==> src/rtl/onehot_key_capture.sv <==
// onehot_key_capture: synchronises and debounces eight raw key lines.
// Each clean single-key press is presented as a registered one-hot vector
// with a one-cycle valid strobe. Multi-key chords are flagged and dropped,
// so the downstream 8-to-3 encoder only ever sees legal one-hot input.

// Two-flop synchroniser for one raw key line.
module onehot_key_sync (
  input  logic clk,
  input  logic rst,
  input  logic d_i,
  output logic q_o
);
  logic s1_q, s2_q;

  // Two-stage metastability filter; both stages clear on reset.
  always_ff @(posedge clk) begin
    if (rst) begin
      s1_q <= 1'b0;
      s2_q <= 1'b0;
    end else begin
      s1_q <= d_i;
      s2_q <= s1_q;
    end
  end

  assign q_o = s2_q;
endmodule

module onehot_key_capture #(
  parameter int DEBOUNCE_CYCLES = 16,
  parameter int CNT_W           = 16
) (
  input  logic       clk,
  input  logic       rst,
  input  logic [7:0] key_raw,
  output logic [7:0] onehot,
  output logic       valid,
  output logic       multi_err,
  output logic       busy,
  output logic [7:0] press_cnt
);
  localparam int NUM_LANES = 8;
  // Counter value at which the candidate vector has been stable long enough.
  localparam logic [CNT_W-1:0] CNT_MAX = CNT_W'(DEBOUNCE_CYCLES - 1);

  typedef enum logic {IDLE = 1'b0, HELD = 1'b1} state_e;

  logic [NUM_LANES-1:0] s2;
  logic [NUM_LANES-1:0] cand_q, cand_d;
  logic [CNT_W-1:0]     cnt_q, cnt_d;
  logic [NUM_LANES-1:0] deb_q, deb_d;

  state_e               state_q, state_d;
  logic [NUM_LANES-1:0] onehot_q, onehot_d;
  logic                 valid_q, valid_d;
  logic                 merr_q, merr_d;
  logic [7:0]           pcnt_q, pcnt_d;
  logic                 deb_single;

  // Per-lane synchronisers.
  for (genvar l = 0; l < NUM_LANES; l++) begin : g_sync
    onehot_key_sync u_sync (
      .clk (clk),
      .rst (rst),
      .d_i (key_raw[l]),
      .q_o (s2[l])
    );
  end

  // Shared debounce: any bit change restarts the count for the whole
  // vector; once saturated the candidate is copied into deb every cycle.
  always_comb begin
    cand_d = cand_q;
    cnt_d  = cnt_q;
    deb_d  = deb_q;
    if (s2 != cand_q) begin
      cand_d = s2;
      cnt_d  = '0;
    end else if (cnt_q != CNT_MAX) begin
      cnt_d = cnt_q + 1'b1;
    end else begin
      deb_d = cand_q;
    end
  end

  // Debounce state registers.
  always_ff @(posedge clk) begin
    if (rst) begin
      cand_q <= '0;
      cnt_q  <= '0;
      deb_q  <= '0;
    end else begin
      cand_q <= cand_d;
      cnt_q  <= cnt_d;
      deb_q  <= deb_d;
    end
  end

  // Exactly one bit set: nonzero and clearing the lowest set bit leaves zero.
  assign deb_single = (deb_q != '0) && ((deb_q & (deb_q - 1'b1)) == '0);

  // Press FSM: an event fires only on the IDLE->HELD transition, so a
  // new press needs a full debounced release first.
  always_comb begin
    state_d  = state_q;
    onehot_d = onehot_q;
    valid_d  = 1'b0;
    merr_d   = 1'b0;
    pcnt_d   = pcnt_q;
    case (state_q)
      IDLE: begin
        if (deb_q != '0) begin
          state_d = HELD;
          if (deb_single) begin
            onehot_d = deb_q;
            valid_d  = 1'b1;
            pcnt_d   = pcnt_q + 8'd1;
          end else begin
            merr_d = 1'b1;
          end
        end
      end
      HELD: begin
        if (deb_q == '0) state_d = IDLE;
      end
      default: state_d = IDLE;
    endcase
  end

  // FSM state and registered outputs.
  always_ff @(posedge clk) begin
    if (rst) begin
      state_q  <= IDLE;
      onehot_q <= '0;
      valid_q  <= 1'b0;
      merr_q   <= 1'b0;
      pcnt_q   <= '0;
    end else begin
      state_q  <= state_d;
      onehot_q <= onehot_d;
      valid_q  <= valid_d;
      merr_q   <= merr_d;
      pcnt_q   <= pcnt_d;
    end
  end

  assign onehot    = onehot_q;
  assign valid     = valid_q;
  assign multi_err = merr_q;
  assign busy      = (state_q == HELD);
  assign press_cnt = pcnt_q;
endmodule

==> config.mk <==
export PLATFORM = sky130hd
export DESIGN_NAME = onehot_key_capture
export DESIGN_NICKNAME = d
export VERILOG_FILES = /design/src/rtl/onehot_key_capture.sv
export SDC_FILE = /design/constraint.sdc
export NUM_CORES = 1
export LEC_CHECK = 0
export ABC_CLOCK_PERIOD_IN_PS = 2500
export CAP_MARGIN = 40
export CORE_MARGIN = 3
export CORE_UTILIZATION = 55
export CTS_CLUSTER_DIAMETER = 50
export DETAILED_ROUTE_END_ITERATION = 6
export PLACE_DENSITY = 0.78
export SKIP_CTS_REPAIR_TIMING = 1
export SLEW_MARGIN = 10
export SYNTH_ARGS = -nofsm -noshare
export SYNTH_HDL_FRONTEND = slang
export SYNTH_SLANG_ARGS = --single-unit
==> constraint.sdc <==
create_clock -name clk -period 2.5 [get_ports clk]
set_input_delay 0.5 -clock clk [delete_from_list [all_inputs] [get_ports clk]]
set_output_delay 0.5 -clock clk [all_outputs]
set_load 0.005 [all_outputs]
# Yosys cells after proc, flatten, opt, wreduce, memory -nomap -nowiden
# Index checks and enable logic that the tools add are counted.
[totals]
memories = 0
output_inout_bits = 19
ram_bits = 0
latchBits = 0
elab_cells = 47
in_bits = 10
romBits = 0
register_bits = 67
[op_classes]
n_bitwise = 5
div = 0
n_eq_ne = 2
magnitude_cmp = 0
addsub = 3
multipliers = 0
n_reduce_logical = 8
mux = 5
shift = 0
[ops]
columns = ["cell", "n"]
rows = [
  ["$add A16 B1 Y16 const B", 1],
  ["$logic_not A8 Y1", 2],
  ["$ne A16 B4 Y1 const B", 1],
  ["$add A8 B1 Y8 const B", 1],
  ["$and A8 B8 Y8", 1],
  ["$ne A8 B8 Y1", 1],
  ["$reduce_bool A8 Y1", 1],
  ["$sub A8 B1 Y8 const B", 1],
  ["$mux W1", 4],
  ["$not A1 Y1", 4],
  ["$reduce_and A3 Y1", 1],
  ["$reduce_or A3 Y1", 1],
  ["$pmux W1 S2", 1],
  ["$reduce_and A2 Y1", 1],
  ["$reduce_or A2 Y1", 1],
  ["$logic_and A1 B1 Y1", 1],
]

# Logic depth before layout (Yosys ltp)
# Gate-level depths: netlist (run 1).
[logic_depth]
ltp_word = 5
mapped_depth = 7
ltp_nobuf = 6

# By module
# From an unflattened synthesis (run 1), not the netlist that was laid out.
[hier_totals]
hier_cells = 266
hier_area_um2 = 2663.8
[modules_own_cells]
columns = ["module", "n_inst", "seq_area_each_um2", "area_per_inst_um2", "cells_per_inst"]
rows = [
  ["onehot_key_capture", 1, 1021.0, 2243.4, 234],
  ["onehot_key_sync", 8, 40.0, 52.6, 4],
]

# Worst setup path before layout (run 1)
# Ideal clock, no wire load.
[synth_timing]
path_kind = "flip-flop to flip-flop"
startpoint = "reg deb_q[6]"
endpoint = "reg pcnt_q[0] (netlist: press_cnt[0])"
path_stages_with_launch = 7
arrival_time_ns = 1.898
slack_ns = 0.481
t_required_ns = 2.379
path_buffers = 2
synth_period_minus_slack_ns = 2.019
path_cell_list = "dfxtp_1 > clkbuf_1 > or3_1 > o311a_1 > nor3b_1 > buf_4 > mux2_2"
[synth_via]
elab_chain_len = 5
elab_cells_between_ends = 6
cone_classes = "1 x add/sub; 1 x bitwise; 4 x reduce/logical"
[synth_lines]
columns = ["element", "line_no", "text"]
rows = [
  ["from (decl)", "51", "logic [NUM_LANES-1:0] deb_q, deb_d;"],
  ["from (signal assigned)", "91", "deb_q <= '0;"],
  ["from (signal assigned)", "95", "deb_q <= deb_d;"],
  ["$sub A8 B1 Y8", "100", "assign deb_single = (deb_q != '0) && ((deb_q & (deb_q - 1'b1)) == '0);"],
  ["$and A8 B8 Y8", "100", ""],
  ["$logic_not A8 Y1", "100", ""],
  ["$logic_and A1 B1 Y1", "100", ""],
  ["$reduce_and A3 Y1 (no line) *", "--", ""],
  ["to (signal assigned)", "143", "pcnt_q <= pcnt_d;"],
  ["to (decl)", "57", "logic [7:0] pcnt_q, pcnt_d;"],
]
# Mark *: on every way between the ends. The rest lies on a longest branch, timed or not.
# A chain may end at the register's enable or synchronous reset.

# Worst setup path in the final report (run 1)
[layout_timing]
startpoint = "reg deb_q[1]"
endpoint = "reg onehot_q[1] (netlist: onehot[1])"
[layout_via]
elab_chain_len = 5
elab_cells_between_ends = 6
cone_classes = "1 x add/sub; 1 x bitwise; 4 x reduce/logical"
[layout_lines]
columns = ["element", "line_no", "text"]
rows = [
  ["$sub A8 B1 Y8", "100", ""],
  ["$and A8 B8 Y8", "100", ""],
  ["$logic_not A8 Y1", "100", ""],
  ["$logic_and A1 B1 Y1", "100", ""],
  ["$reduce_and A3 Y1 (no line)", "--", ""],
  ["to (signal assigned)", "140", "onehot_q <= onehot_d;"],
  ["to (decl)", "54", "logic [NUM_LANES-1:0] onehot_q, onehot_d;"],
]
# Parallel ways exist; a longest one is shown, timed or not.

==> impl_metrics.toml, run 1 <==
[timing]
rsz0062_at_grt = "no"
tns_ns = 0
min_period_over_period_pct = 85.4
tightestPinTransition_ns = 0.544
drv_slew = 0
clock.fmax_mhz = 468
hold_violations = 0
setup_violations = 0
hold_ws_ns = 0.438
slew_headroom_pct = 63.7
period_minus_slack_ns = 2.14
setup_ws_ns = 0.364
skew_ns = 0.00538

[setup_path]
rr_endpoint = "onehot[1]$_SDFFE_PP0P_"
ff2ff_path_depth = 5
critPathCapture = "onehot[1]$_SDFFE_PP0P_"
crit_required_ns = 2.76
crit_fanout = 14
timing.rr.start = "deb_q[1]$_SDFFE_PP0P_"
cp-startpoint = "deb_q[1]$_SDFFE_PP0P_"
r2r_slack_ns = 0.36
crit_path_end_kind = "flip-flop"
start_kind = "flip-flop"
crit_type = "reg2reg"
worstPathArrival_ns = 2.40

[finish]
fin_cells = 371
mostFrequentLayoutCell = "dfxtp_1"
nFillCells = 358
layout_common_cells = "67 x dfxtp_1, 27 x nor2_1, 27 x nor2b_1, 27 x clkdlybuf4s50_1, 17 x mux2i_1"
multiInputGateArea_um2 = 1290
regArea_um2 = 1340
fin_util_pct = 70.9
final_nets = 313
layout-drive-gt1-share_pct = 7.52
num_antenna_cells = 0
area_delta_synth_final_pct = 19.7

[grt]
first_global_vias = 1762
grt_max_degree = 38
groute.usage.overall_pct = 18.7
grt_pass1_wl_mm = 7.94
grt_overflow_total = 0
antenna_found_initial = 0

[clocking]
clock_path_buffers = 2
clkTransAtPathRegs_ns = 0.07
cts_buffers = 9
clockRootBuffer = "clkbuf_8"
worstSkewPairLatency_ns = 0.34
tritoncts = "built"
htree_levels = 3
clock-sinks = 67

[synthesis]
ys_ff_latch = 67
yosysTopAreaCell = "dfxtp_1"
synthCells = 271
synth.area.top_cells = "dfxtp_1 50%, mux2i_1 6.3%, nor2b_1 6.3%"
netlist_area_um2 = 2690
synth.avg_cell_area_um2 = 9.91
syn_nets = 283
ys_seq_area_share_pct = 49.9
yosys_warnings = 0
synth_top_area_share_pct = 49.9
synth_cell_types = 37

[worst_hold_path]
hold_class = "reg2reg"

[pwr]
power.density_nw_per_um2 = 632
leakagePower_uw = 0.00112
ir_drop_mv = 0.432

[placement]
place.gp.congestion = 0.772
dp_slack_ns = 0.392
dp.cells = 355
dp_hpwl_mm = 3.15
io_buffers = 28

[die]
die_h_um = 75.9
row_count = 24
die_area_um2 = 5760
initial_core_util_pct = 59.2
io_pins = 29
coreArea_um2 = 4530
die_w_um = 75.9

[route]
avgViaCountPerCell = 5.21
dr.pass1.iters = 4
vias = 1932
wl_per_cell_um = 12.8
routed_wl_mm = 4.75
drc_errors = 0
drtAntennaViolNets = 0
dr.first_iter.drc_count = 54

[status]
outcome = "finished, final reports clean"

[run]
maxCapViolations = 0
stage by stage:
stage	power [µW]	instance area, µm²
after floorplan	1160	2690
after global placement	1180	3020
after detailed placement	1180	3020
after CTS	2060	3210
after global routing	2110	3210
final	2030	3210
area by class of cell:
type	count	share of cell area, %
Clock inverter	4	1.56
Clock buffer	12	4.52
Inverter	1	0.117
Tap cell	65	2.53
Timing Repair Buffer	32	9.50
Sequential cell	67	41.7
Multi-Input combinational cell	190	40.1
cell families after synthesis:
| family | synth area share, % |
|---|---|
| adder cells (fa/ha/maj) | 0.931 |
| buffers and inverters | 2.14 |
| AND/OR/NAND/NOR | 25.9 |
| XOR/XNOR | 7.82 |
| flip-flops | 49.9 |
| multiplexers | 6.75 |
| AO/OA/AOI/OAI | 6.47 |
cell usage after synthesis, drive strengths merged:
library cell / number
buf: 2
o211a: 1
nor3: 2
nand3: 2
and4: 4
mux2: 1
nor4: 4
and4bb: 1
or2b: 1
nor2b: 27
a31oi: 1
or3: 5
o41ai: 3
a211oi: 3
mux2i: 17
nor3b: 4
nand4: 9
o311a: 1
xnor2: 14
and2: 1
dfxtp: 67
o21ai: 8
nor2: 27
o211ai: 1
and3: 4
inv: 1
xor2: 10
or4b: 3
ha: 2
clkbuf: 11
or4: 1
nand2: 10
a21oi: 8
nand2b: 15
worst min path at each step:
stage	from	to	depth (start not counted)
4_1_cts	g_sync[6].u_sync.s1_q$_SDFF_PP0_	g_sync[6].u_sync.q_o$_SDFF_PP0_	1
3_3_place_gp	g_sync[3].u_sync.s1_q$_SDFF_PP0_	g_sync[3].u_sync.q_o$_SDFF_PP0_	1
3_5_place_dp	g_sync[6].u_sync.s1_q$_SDFF_PP0_	g_sync[6].u_sync.q_o$_SDFF_PP0_	1
2_1_floorplan	g_sync[0].u_sync.s1_q$_SDFF_PP0_	g_sync[0].u_sync.q_o$_SDFF_PP0_	1
6_report	g_sync[7].u_sync.s1_q$_SDFF_PP0_	g_sync[7].u_sync.q_o$_SDFF_PP0_	1
5_1_grt	g_sync[7].u_sync.s1_q$_SDFF_PP0_	g_sync[7].u_sync.q_o$_SDFF_PP0_	1
flip-flops by register name, summed over array words and instances, names as in the netlist:
name                flops
press_cnt               8
g_sync.u_sync.q_o       8
busy                    1
cand_q                  8
g_sync.u_sync.s1_q      8
multi_err               1
onehot                  8
cnt_q                  16
valid                   1
deb_q                   8
layer usage:
layer	track usage, %	routed length (µm)	up-vias
met4	5.83	40	0
met2	30.6	2320	36
met3	9.10	203	4
li1	-	-	992
met5	0	0	-
met1	21.5	2180	900
worst max-delay path: stages (launching register included):
cell and delay, ns:
dfxtp_1 0.37, or3_1 0.45, o311a_1 0.46, nor3b_1 0.31, buf_4 0.25, mux2i_1 0.21
power by group:
| group | leakage, µW | switching, µW | internal (µW) | total, µW |
|---|---|---|---|---|
| logic | 0.000479 | 31.9 | 33.8 | 65.7 |
| clock network | 0.0000926 | 387 | 487 | 874 |
| registers | 0.000544 | 8.51 | 1080 | 1090 |
| total | 0.00112 | 427 | 1600 | 2030 |
Note: power is estimated with default switching activity, not from simulation.
==> run 2, diff against run 1 <==
- HOLD_SLACK_MARGIN: default -> 0.03
==> results of run 2 <==
Same layout as run 1: the final DEF is identical, and so are final timing and power.
==> run 3, diff against run 2 <==
- CTS_CLUSTER_SIZE: default -> 30
==> results of run 3 <==
Same layout as run 1: the final DEF is identical, and so are final timing and power.
